**src/rtl/sram_port_arbiter.sv**
```systemverilog
// sram_port_arbiter
// Shares one synchronous single-port SRAM (1-cycle read latency) between the
// fetch (inst, read-only) and memory-stage (data, read/write) requesters.
// The data port has priority, bounded by a starvation guard for the inst port.
// Each port has a one-entry return buffer, so a stalled consumer never loses a
// response.

module sram_port_arbiter #(
    parameter int STARVE_LIMIT = 4
) (
    input  logic        clk,
    input  logic        rst,

    input  logic        inst_req,
    input  logic [31:0] inst_addr,
    output logic        inst_addr_ok,
    output logic        inst_data_ok,
    output logic [31:0] inst_rdata,
    input  logic        inst_rready,

    input  logic        data_req,
    input  logic [3:0]  data_we,
    input  logic [31:0] data_addr,
    input  logic [31:0] data_wdata,
    output logic        data_addr_ok,
    output logic        data_data_ok,
    output logic [31:0] data_rdata,
    input  logic        data_rready,

    output logic        sram_en,
    output logic [3:0]  sram_we,
    output logic [31:0] sram_addr,
    output logic [31:0] sram_wdata,
    input  logic [31:0] sram_rdata
);

    localparam logic [3:0] LIMIT = 4'(STARVE_LIMIT);

    logic        fly_inst;
    logic        fly_data;
    logic        fly_wr;
    logic        buf_inst;
    logic        buf_data;
    logic [31:0] bufdata_inst;
    logic [31:0] bufdata_data;
    logic [3:0]  starve_cnt;

    logic        eligible_inst;
    logic        eligible_data;
    logic        want_inst;
    logic        want_data;
    logic        grant_inst;
    logic        grant_data;

    // Response outputs: buffered data wins over the live SRAM output.
    always_comb begin
        inst_data_ok = fly_inst | buf_inst;
        data_data_ok = fly_data | buf_data;

        inst_rdata = 32'h0;
        if (buf_inst)
            inst_rdata = bufdata_inst;
        else if (fly_inst)
            inst_rdata = sram_rdata;

        data_rdata = 32'h0;
        if (buf_data)
            data_rdata = bufdata_data;
        else if (fly_data && !fly_wr)
            data_rdata = sram_rdata;
    end

    // Arbitration: eligibility depends only on state and rready, never on
    // sram_rdata, so addr_ok has no path from the SRAM read data.
    always_comb begin
        eligible_inst = ~(fly_inst | buf_inst) | (inst_data_ok & inst_rready);
        eligible_data = ~(fly_data | buf_data) | (data_data_ok & data_rready);

        want_inst = ~rst & inst_req & eligible_inst;
        want_data = ~rst & data_req & eligible_data;

        grant_data = want_data & ~(want_inst & (starve_cnt == LIMIT));
        grant_inst = want_inst & ~grant_data;

        inst_addr_ok = grant_inst;
        data_addr_ok = grant_data;
    end

    // SRAM drive: muxed from the granted port, quiet when idle.
    always_comb begin
        sram_en    = grant_inst | grant_data;
        sram_we    = 4'h0;
        sram_addr  = 32'h0;
        sram_wdata = 32'h0;
        if (grant_data) begin
            sram_we    = data_we;
            sram_addr  = data_addr;
            sram_wdata = data_wdata;
        end else if (grant_inst) begin
            sram_addr  = inst_addr;
        end
    end

    // In-flight flags: set by a grant, live for exactly the response cycle.
    always_ff @(posedge clk or posedge rst) begin
        if (rst) begin
            fly_inst <= 1'b0;
            fly_data <= 1'b0;
            fly_wr   <= 1'b0;
        end else begin
            fly_inst <= grant_inst;
            fly_data <= grant_data;
            fly_wr   <= grant_data & (data_we != 4'h0);
        end
    end

    // Inst return buffer: capture an unconsumed response, free it on consume.
    always_ff @(posedge clk or posedge rst) begin
        if (rst) begin
            buf_inst     <= 1'b0;
            bufdata_inst <= 32'h0;
        end else if (fly_inst && !inst_rready) begin
            buf_inst     <= 1'b1;
            bufdata_inst <= inst_rdata;
        end else if (buf_inst && inst_rready) begin
            buf_inst     <= 1'b0;
        end
    end

    // Data return buffer: same policy as the inst side.
    always_ff @(posedge clk or posedge rst) begin
        if (rst) begin
            buf_data     <= 1'b0;
            bufdata_data <= 32'h0;
        end else if (fly_data && !data_rready) begin
            buf_data     <= 1'b1;
            bufdata_data <= data_rdata;
        end else if (buf_data && data_rready) begin
            buf_data     <= 1'b0;
        end
    end

    // Starvation counter: counts consecutive contested losses of the inst port.
    always_ff @(posedge clk or posedge rst) begin
        if (rst) begin
            starve_cnt <= 4'h0;
        end else if (grant_inst || !inst_req) begin
            starve_cnt <= 4'h0;
        end else if (eligible_inst) begin
            if (starve_cnt != LIMIT)
                starve_cnt <= starve_cnt + 4'd1;
        end
    end

endmodule

```
**config.mk**
```make
export PLATFORM = sky130hd
export DESIGN_NAME = sram_port_arbiter
export DESIGN_NICKNAME = d
export VERILOG_FILES = /design/src/rtl/sram_port_arbiter.sv
export SDC_FILE = /design/constraint.sdc
export NUM_CORES = 1
export LEC_CHECK = 0
export BUFFER_PORTS_ARGS = -buffer_cell sky130_fd_sc_hd__buf_4
export CAP_MARGIN = 30
export CORE_AREA = 2 2 107 109
export DETAILED_ROUTE_END_ITERATION = 16
export DIE_AREA = 0 0 109 111
export GPL_ROUTABILITY_DRIVEN = 0
export PLACE_DENSITY = 0.81
export SLEW_MARGIN = 20
export SYNTH_ARGS = -nofsm -noshare
export SYNTH_HDL_FRONTEND = slang
export SYNTH_SLANG_ARGS = --single-unit
export TNS_END_PERCENT = 100
```
**constraint.sdc**
```tcl
create_clock -name clk -period 6.85 [get_ports clk]
set_input_delay 1.0275 -clock clk [delete_from_list [all_inputs] [get_ports clk]]
set_output_delay 1.0275 -clock clk [all_outputs]
set_load 0.02 [all_outputs]
```
==> flow_summary.yaml <==
run_status:
  outcome: "complete, no violations"
layout:
  final_cell_mix: "280 x buf_4, 73 x dfrtp_1, 64 x a22o_1, 62 x mux2_2, 37 x and3_1"
  final_nets: 744
  syn2layout_area_growth_pct: 58.8
  filler_cell_count: 913
  final_layout_size_suffix_gt1_share_pct: 62.1
  n_antenna_cell: 0
  layout_commonest_cell: "buf_4"
clock_network:
  clockBufferDepth: 2
  post_cts_buffers: 0
  clockRootBuffer: "clkbuf_16"
  numClockSinks: 73
  worstSkewPairLatency_ps: 330
  cts_hold_buf: 0
  cts_tree: "built"
  numCtsBuffers: 9
  clk_pin_slew_ps: 60
  cts_resized: 0
  htreeDepth: 3
worst_setup_path:
  path_class: "reg -> out"
  rrSetupSlack_ps: 4680
  cp-start-kind: "register"
  cp-end-kind: "output port"
  arrival_ps: 2690
  cp_max_fo: 30
  required_ps: 5820
  r2r_cells: 5
route:
  firstDrtPassIters: 5
  wl_mm: 18.6
  post_drt_via_cell_ratio: 5.84
  dr.first_iter.drc_count: 360
  routedLengthMet1_mm: 7.11
  drc: 0
  wire_per_inst_um: 24.7
  wl_met2_mm: 9.14
  wl_met3_mm: 1.86
  vias: 4393
  antenna_left: 0
  routed.top_layer: "met5"
floorplanning:
  fp.dieArea_um2: 12100
  num_rows: 39
  num_io_pins: 275
  die_x_um: 109
  start_util_pct: 37.6
  core_area_um2: 11100
  die_h_um: 111
logic_synthesis:
  yosysUniqueCellTypes: 32
  postSynthCellCount: 352
  yosysSeqAreaShare_pct: 43.9
  yosysWarnings: 0
  ys_ff_latch: 73
  syn-cell-area_um2: 4160
  syn-num-nets: 492
  avgSynthCellArea_um2: 11.8
power:
  powerDensity_nw_per_um2: 203
  power_mw: 1.34
  p_leak_nw: 3.62
  ir_worst_vdd_v: 0.000136
grt:
  grt_max_degree: 74
  overflow: 0
  grt_pass1_vias: 4397
  grt_pass1_wl_mm: 27.0
  antenna_found_initial: 2
  grt_use_total_pct: 30.5
sta:
  setup_viol: 0
  final-hold-violation-count: 0
  fin_crit_ps: 3710
  rsz0062_at_grt: "no"
  worst_slew_pin_slew_ps: 965
  finalMaxSlewViolations: 0
  relSlewSlack_pct: 35.7
  fin_crit_sh_pct: 54.2
  timing.setup.tns_ps: 0
  max_freq_mhz: 269
  finClkSkew_ps: 7.62
job:
  drv_cap: 0
worst_hold_path:
  hold_class: "reg -> reg"
  holdPathStages: 1
place:
  dp_hpwl_mm: 14.4
  port_buffers: 274
-- per-layer routing --
metal / up-vias / GRT usage [%]
li1: 1892 / -
met3: 31 / 9.94
met1: 2215 / 36.8
met5: - / 0
met4: 4 / 10.4
met2: 251 / 50.5
-- power by group --
part           internal [mW]  switching, mW
clock network          0.289          0.179
registers              0.474         0.0245
logic                  0.182          0.192
total                  0.946          0.396
-- synthesized netlist by cell type --
master	count	area share, %
nand2b_1	3	0.45
a21o_1	1	0.18
dfrtp_1	73	44
a21oi_1	1	0.12
clkbuf_1	22	2.0
o2111a_1	1	0.27
ha_1	2	0.60
a32o_2	6	1.6
and3b_1	1	0.21
a22o_1	64	13
nand3_1	4	0.48
or4_1	2	0.36
mux2_1	2	0.54
buf_6	4	1.1
mux2_2	62	17
o21ai_0	3	0.36
o21bai_1	1	0.18
nor4_1	1	0.15
o21bai_4	1	0.45
a211oi_1	3	0.54
nand3b_1	1	0.18
nor2b_1	3	0.45
nor3b_2	1	0.30
and2_1	2	0.30
buf_1	4	0.36
or2_2	2	0.30
and3_1	37	5.6
a32o_1	26	6.3
inv_2	1	0.090
inv_1	6	0.54
buf_2	11	1.3
a311oi_4	1	0.63
-- registers in the layout, summed over array words and instances, names as in the netlist --
| signal | cells |
|---|---|
| starve_cnt | 4 |
| fly_inst | 1 |
| fly_data | 1 |
| buf_data | 1 |
| bufdata_data | 32 |
| fly_wr | 1 |
| bufdata_inst | 32 |
| buf_inst | 1 |
-- cell families after synthesis --
family | after synthesis | synth area share, %
AND/OR/NAND/NOR | 57 | 8.75
AO/OA/AOI/OAI | 108 | 24.1
flip-flops | 73 | 43.9
buffers and inverters | 48 | 5.38
adder cells (fa/ha/maj) | 2 | 0.601
multiplexers | 64 | 17.3
-- final timing paths --
kind | startpoint | endpoint
hold reg to reg | bufdata_inst[9] | bufdata_inst[9]
min in group asynchronous | rst | starve_cnt[0]
setup / recovery | starve_cnt[0] | sram_addr[14]
setup reg to reg | buf_data | bufdata_data[21]
hold / removal | bufdata_inst[9] | bufdata_inst[9]
max in group asynchronous | rst | bufdata_data[8]
-- final cells by class --
class / instances / area, um^2 / share of cell area [%]
Timing Repair Buffer: 282 / 2150 / 32.5
Multi-Input combinational cell: 231 / 2130 / 32.3
Sequential cell: 73 / 1830 / 27.6
Clock buffer: 10 / 239 / 3.61
Tap cell: 143 / 179 / 2.71
Clock inverter: 6 / 57.6 / 0.871
Inverter: 7 / 26.3 / 0.397
-- critical path: stages, from the launching register on --
cell      delay [ps]
dfrtp_1          430
inv_1            100
ha_1             210
nand3b_1         200
a311oi_4         600
buf_4            410
a32o_1           240
buf_4            160
-- stage by stage --
step	hold WS (ps)	setup WS (ps)	cells	cell area [um^2]	utilization (%)
2_1_floorplan	465	3740	352	4160	-
3_3_place_gp	476	2920	734	6270	56.6
3_5_place_dp	492	3000	735	6290	56.8
4_1_cts	505	3000	751	6590	59.5
5_1_grt	522	3030	752	6610	59.7
6_report	502	3140	752	6610	59.7
Power figures use the tool's default switching activity.
